--- src/rtl/cnn1d_pkg.sv ---
// Shared types and defaults for the cnn1d inference datapath.
// Holds the frame sequencer state encoding and its size defaults.
package cnn1d_pkg;

  typedef enum logic [1:0] {
    SEQ_IDLE,
    SEQ_STREAM,
    SEQ_WAIT_RESULT,
    SEQ_REPORT
  } seq_state_t;

  localparam int SEQ_FRAME_LEN_DEFAULT = 1000;
  localparam int SEQ_TIMEOUT_DEFAULT   = 65535;

  // Counter width able to hold 0..n-1, never narrower than one bit.
  function automatic int seq_cnt_width(input int n);
    return (n > 1) ? $clog2(n) : 1;
  endfunction

endpackage

--- src/rtl/cnn1d_frame_sequencer.sv ---
// Gates a sample stream into cnn1d one frame at a time, waits for
// each classification (with timeout) and reports it tagged by frame.
module cnn1d_frame_sequencer
  import cnn1d_pkg::*;
#(
  parameter int DATA_WIDTH     = 32,
  parameter int FRAME_LEN      = SEQ_FRAME_LEN_DEFAULT,
  parameter int CLASS_WIDTH    = 1,
  parameter int FRAME_ID_WIDTH = 16,
  parameter int TIMEOUT_CYCLES = SEQ_TIMEOUT_DEFAULT
) (
  input  logic                      clk,
  input  logic                      rst,
  input  logic                      start,
  input  logic                      abort,
  input  logic [FRAME_ID_WIDTH-1:0] num_frames,
  output logic                      busy,
  input  logic                      src_valid,
  output logic                      src_ready,
  input  logic [DATA_WIDTH-1:0]     src_data,
  output logic                      cnn_valid_in,
  input  logic                      cnn_ready_in,
  output logic [DATA_WIDTH-1:0]     cnn_data_in,
  output logic                      cnn_ready_out,
  input  logic                      cnn_result_valid,
  input  logic [CLASS_WIDTH-1:0]    cnn_condition,
  output logic                      res_valid,
  input  logic                      res_ready,
  output logic [CLASS_WIDTH-1:0]    res_class,
  output logic [FRAME_ID_WIDTH-1:0] res_frame_id,
  output logic                      res_timeout
);

  localparam int SW = seq_cnt_width(FRAME_LEN);
  localparam int TW = seq_cnt_width(TIMEOUT_CYCLES);
  localparam int FW = FRAME_ID_WIDTH;

  localparam logic [SW-1:0] SAMPLE_LAST = SW'(FRAME_LEN - 1);
  localparam logic [TW-1:0] TIMER_LAST  = TW'(TIMEOUT_CYCLES - 1);

  seq_state_t             state_q, state_d;
  logic [SW-1:0]          sample_cnt_q, sample_cnt_d;
  logic [TW-1:0]          timer_q, timer_d;
  logic [FW-1:0]          frame_id_q, frame_id_d;
  logic [FW-1:0]          num_frames_q, num_frames_d;
  logic [CLASS_WIDTH-1:0] res_class_q, res_class_d;
  logic                   res_timeout_q, res_timeout_d;
  logic                   busy_q, busy_d;

  logic in_stream;
  logic sample_hs;
  logic res_hs;
  logic last_frame;

  // Stream path is purely combinational: no buffering, no latency.
  assign in_stream     = (state_q == SEQ_STREAM);
  assign src_ready     = in_stream & cnn_ready_in;
  assign cnn_valid_in  = in_stream & src_valid;
  assign cnn_data_in   = in_stream ? src_data : '0;
  assign cnn_ready_out = (state_q == SEQ_WAIT_RESULT);
  assign res_valid     = (state_q == SEQ_REPORT);

  assign sample_hs  = cnn_valid_in & cnn_ready_in;
  assign res_hs     = res_valid & res_ready;
  assign last_frame = (num_frames_q != '0) &&
                      (frame_id_q == num_frames_q - FW'(1));

  assign busy         = busy_q;
  assign res_class    = res_class_q;
  assign res_frame_id = frame_id_q;
  assign res_timeout  = res_timeout_q;

  always_comb begin
    state_d       = state_q;
    sample_cnt_d  = sample_cnt_q;
    timer_d       = timer_q;
    frame_id_d    = frame_id_q;
    num_frames_d  = num_frames_q;
    res_class_d   = res_class_q;
    res_timeout_d = res_timeout_q;

    unique case (state_q)
      SEQ_IDLE: begin
        if (start) begin
          state_d       = SEQ_STREAM;
          num_frames_d  = num_frames;
          frame_id_d    = '0;
          sample_cnt_d  = '0;
          timer_d       = '0;
          res_class_d   = '0;
          res_timeout_d = 1'b0;
        end
      end
      SEQ_STREAM: begin
        if (sample_hs) begin
          if (sample_cnt_q == SAMPLE_LAST) begin
            sample_cnt_d = '0;
            timer_d      = '0;
            state_d      = SEQ_WAIT_RESULT;
          end else begin
            sample_cnt_d = sample_cnt_q + SW'(1);
          end
        end
      end
      SEQ_WAIT_RESULT: begin
        timer_d = timer_q + TW'(1);
        // A result arriving on the timeout cycle still counts.
        if (cnn_result_valid) begin
          res_class_d   = cnn_condition;
          res_timeout_d = 1'b0;
          timer_d       = '0;
          state_d       = SEQ_REPORT;
        end else if (timer_q == TIMER_LAST) begin
          res_class_d   = '0;
          res_timeout_d = 1'b1;
          timer_d       = '0;
          state_d       = SEQ_REPORT;
        end
      end
      SEQ_REPORT: begin
        if (res_hs) begin
          frame_id_d = frame_id_q + FW'(1);
          state_d    = last_frame ? SEQ_IDLE : SEQ_STREAM;
        end
      end
      default: state_d = SEQ_IDLE;
    endcase

    // Abort overrides every other event in the same cycle.
    if (abort && (state_q != SEQ_IDLE)) begin
      state_d       = SEQ_IDLE;
      sample_cnt_d  = '0;
      timer_d       = '0;
      frame_id_d    = '0;
      res_class_d   = '0;
      res_timeout_d = 1'b0;
    end

    busy_d = (state_d != SEQ_IDLE);
  end

  always_ff @(posedge clk or posedge rst) begin
    if (rst) begin
      state_q       <= SEQ_IDLE;
      sample_cnt_q  <= '0;
      timer_q       <= '0;
      frame_id_q    <= '0;
      num_frames_q  <= '0;
      res_class_q   <= '0;
      res_timeout_q <= 1'b0;
      busy_q        <= 1'b0;
    end else begin
      state_q       <= state_d;
      sample_cnt_q  <= sample_cnt_d;
      timer_q       <= timer_d;
      frame_id_q    <= frame_id_d;
      num_frames_q  <= num_frames_d;
      res_class_q   <= res_class_d;
      res_timeout_q <= res_timeout_d;
      busy_q        <= busy_d;
    end
  end

endmodule

--- config.mk ---
export PLATFORM = sky130hd
export DESIGN_NAME = cnn1d_frame_sequencer
export DESIGN_NICKNAME = d
export VERILOG_FILES = /design/src/rtl/cnn1d_pkg.sv /design/src/rtl/cnn1d_frame_sequencer.sv
export SDC_FILE = /design/constraint.sdc
export NUM_CORES = 1
export LEC_CHECK = 0
export CAP_MARGIN = 10
export CORE_MARGIN = 2
export CORE_UTILIZATION = 44
export CTS_CLUSTER_SIZE = 28
export DETAILED_ROUTE_END_ITERATION = 6
export GPL_ROUTABILITY_DRIVEN = 0
export PLACE_DENSITY = 0.88
export SYNTH_ARGS = -nofsm -noshare
export SYNTH_HDL_FRONTEND = slang
export SYNTH_SLANG_ARGS = --single-unit
--- constraint.sdc ---
create_clock -name clk -period 2.18 [get_ports clk]
set_input_delay 0.545 -clock clk [delete_from_list [all_inputs] [get_ports clk]]
set_output_delay 0.545 -clock clk [all_outputs]
set_load 0.005 [all_outputs]
==> run summary <==
The synthesized design contains 63 register bits. TritonCTS built the clock tree. The worst setup path is launched from a flop. The maximum cell stage delay along the critical path is around 0.5 ns.

Power spread over the standard cell area amounts to 921.2 mW/mm². Setup repair after global routing could not meet its margin everywhere. The tightest hold margin is around 0.51 ns.

The global-route usage over all layers came out at between 20% and 30%. The number of core rows is 34. The via count of the first global-routing pass is about 4,600. The final core utilization came out at 70.74%. The number of pins exceeding their max-slew limit in the final report is 0.

The share of final-layout standard cells stronger than drive strength 1 came out at 24.22%. In this run the vertical extent of the chip is 99.60 µm. Of all nets on the critical path, the largest fanout is 4. The final hold violation count is 0. The area used by multi-input combinational logic came out at approximately 0.0026 mm². The slowest stage of the critical path is the or4b_4 cell. By area the synthesized netlist is led by dfrtp_1 (39%), and2_1 (5.3%), o21ai_0 (5.2%), mux2_2 (5.0%), xnor2_1 (4.8%). The average cell area after synthesis came out at 8.704 µm². The synthesized design devotes to its leading area cell type between 30% and 40% of total area.

The antenna violation net count after detailed routing is 0. The sink count of the clock tree came out at 63. In this run the cell area measured after placement is roughly 0.0057 mm².

The synthesized design spends more area on one cell type than any other, namely dfrtp_1. The count of buffer and inverter cells on the critical path came out at 2. The run finished, with violations left.

With fillers left out, the area of the finished cells amounts to 0.006230 mm². The first-pass iteration count of the detailed router came out at 5. The routed length per placed instance is about 18 µm.

The count of final setup violators came out at 3. Sequential cells were found to cover 39.20% of the synthesized design area. The maximum buffer depth of the clock tree came out at 2. The cell total after placement is 723. The final reports fail on setup timing. The class of the worst hold path is flop to flop. The maximum clock rate is 412.8 MHz. The growth of design area from synthesis to finish came out at 54.92%. The number of buffers inserted during clock tree synthesis is 9. The flip-flop cell with the highest count after synthesis is dfrtp_1.

The clock slew at the register clock pins of the worst setup and hold paths came out at 0.07 ns. The synthesized area came out at 0.004021 mm². STA puts the critical path data required time at 2.40 ns. The largest delay contributor family on the critical path is simple AND/OR/NAND/NOR gates. The number of inserted filler cells in the final layout came out at roughly 590.

The maximum level of the CTS H-tree is 3. In this run, the number of DRC markers left after iteration 0 of detailed routing was roughly 270. The number of nets in the final layout came out at roughly 700. Using the TritonRoute via totals, the vias-per-cell ratio works out to 5.893. The post-route worst setup slack is -0.2422 ns.

The top-level port count came out at 112. The die covers about 0.01 mm². The final period demand of the worst path came out at roughly 2.4 ns. The count of buffers inserted at the top-level ports came out at 111. The DRC violation count after routing is 0. The placed wire-length estimate came out at 9141 µm. The share of synthesized flip-flops with an asynchronous set or reset came out at 100.0%.

The synthesized netlist net count came out at 528. The critical path goes through inv_1 -> ha_2 -> or4b_4 -> buf_6 -> o41ai_4 -> o2111ai_4 -> nor4_4 -> nor2_1. The clock reaches the later pin of the worst-skew pair after 0.35 ns. The count of warnings emitted by yosys is 0.

The power consumption came out at 5.739 mW. The detailed-route wire length is roughly 14,000 µm. The number of enable-type register cells in the synthesized netlist is 0. The total global routing overflow came out at 0. The number of max-cap violations came out at 0. The area of all sequential standard cells is 0.001578 mm². The root cell of the clock tree is clkbuf_8.

Buffers inserted to repair hold after CTS numbered 0. The initial antenna violation count is 0. The max-slew headroom at the worst pin came out at 62.37%. In the finished design, the share of the clock period the worst path needs comes to 111.1%. The maximum number of pins on one net before global-route repair came out at 35.

IR analysis of the VDD net gives a maximum drop of 0.5895 mV. The worst slack at placement came out at -0.3222 ns. Leaving out filler cells and counting taps, the final layout contains 748. In this run the horizontal extent of the chip is between 90 and 100 µm.

The core region is 0.008806 mm². Summed over all cells, the static leakage comes to 2.678 nW. For this block, the via count after detailed routing is about 4,400.

The final worst clock skew is ~0.01 ns. The wire length of the first global-routing pass is 21,200 µm. The slew at the pin closest to its max-slew limit is 0.5644 ns.

The sum of negative setup slack is -0.4968 ns. The data arrival time of the worst path came out at 2.65 ns. For this configuration, the core starts out at a cell density of 45.67%.

The number of distinct library cells after synthesis is 51. STA classifies the critical path endpoint as a flop. The post-synthesis instance total came out at 462. The category of the critical setup timing path is flop to flop.

0 antenna diodes ended up in the layout.
-- area by class of cell --
| class | count | share of cell area, % |
|---|---|---|
| clock buffers | 11 | 2.430 |
| clock inverters | 5 | 1.285 |
| inverters | 16 | 0.9640 |
| multi-input cells | 364 | 41.39 |
| flip-flops and latches | 63 | 25.33 |
| well taps | 108 | 2.169 |
| repair buffers | 181 | 26.43 |
-- routing by layer --
layer	global-route usage, %	wire length (µm)
met1	29.98	5006
met4	8.535	299
met3	5.973	1025
met2	49.38	7326
met5	0	0
-- synth_stat cells, drive strengths merged (9+ instances only) --
master	count
xor2	12
nor3	18
nor4	9
clkbuf	16
mux2	18
ha	9
nand2	38
a21oi	11
inv	16
and2	34
or3	9
nor2	45
xnor2	23
o21ai	43
nand3	17
dfrtp	63
-- state kept, by name, indices dropped and copies added (netlist names) --
name,cells
state_q,2
timer_q,16
res_frame_id,16
res_timeout,1
res_class,1
busy,1
num_frames_q,16
sample_cnt_q,10
-- final timing paths --
check	startpoint	slack, ns	cells after the start	to
setup reg to reg	num_frames_q[0]	-0.24	8	state_q[0]
max in group asynchronous	rst	1.21	3	state_q[0]
min in group asynchronous	rst	0.60	3	timer_q[10]
hold / removal	sample_cnt_q[8]	0.51	1	sample_cnt_q[8]
setup / recovery	num_frames_q[0]	-0.24	8	state_q[0]
hold reg to reg	sample_cnt_q[8]	0.51	1	sample_cnt_q[8]
-- logic make-up (layout without fill, tap and decap cells) --
logic type	count (synthesis)	count (layout)	synth area share, %
simple gates	213	213	27.75
xor+xnor	35	35	7.810
buf+inv	35	213	3.516
mux	19	19	5.289
flops	63	63	39.20
compound gates	88	88	13.63
fa+ha+maj	9	9	2.800
-- worst register-to-register path: cells and delay by family, from the launching register on --
kind	cells	cell delay (ns)
AND/OR/NAND/NOR	3	0.80
AO/OA/AOI/OAI	2	0.68
flip-flops	1	0.41
buffers and inverters	2	0.23
adder cells (fa/ha/maj)	1	0.18
-- where the power goes --
part / internal, mW / leakage [nW] / switching (mW)
combinational: 1.53 / 1.73 / 1.46
clock: 0.704 / 0.112 / 0.497
sequential: 1.35 / 0.838 / 0.197
total: 3.58 / 2.68 / 2.16
-- layout by cell type (no fill, tap or decap), drive strengths merged, types with 3 or more instances in the layout --
cell type	netlist	routed
xnor2	23	23
or2	8	8
o41ai	3	3
nor2	45	45
and2	34	34
inv	16	16
dfrtp	63	63
o21ai	43	43
dlygate4sd2	0	37
a21oi	11	11
buf	3	70
a211oi	3	3
ha	9	9
and3	6	6
mux2	18	18
o2111ai	4	4
nand2b	6	6
clkdlybuf4s50	0	74
nand4	6	6
or4	5	5
nor4	9	9
nor3	18	18
and4	3	3
clkbuf	16	11
nor2b	5	5
or3	9	9
o31ai	6	6
xor2	12	12
nand2	38	38
nand3	17	17
-- repair_timing --
action                                  in CTS  in global routing
pin swaps                                    0                  3
gates cloned                                 1                  0
endpoints found under the setup margin      50                 36
gates resized for setup                     59                 32
setup buffers                                5                  3
Power figures use the tool's default switching activity.
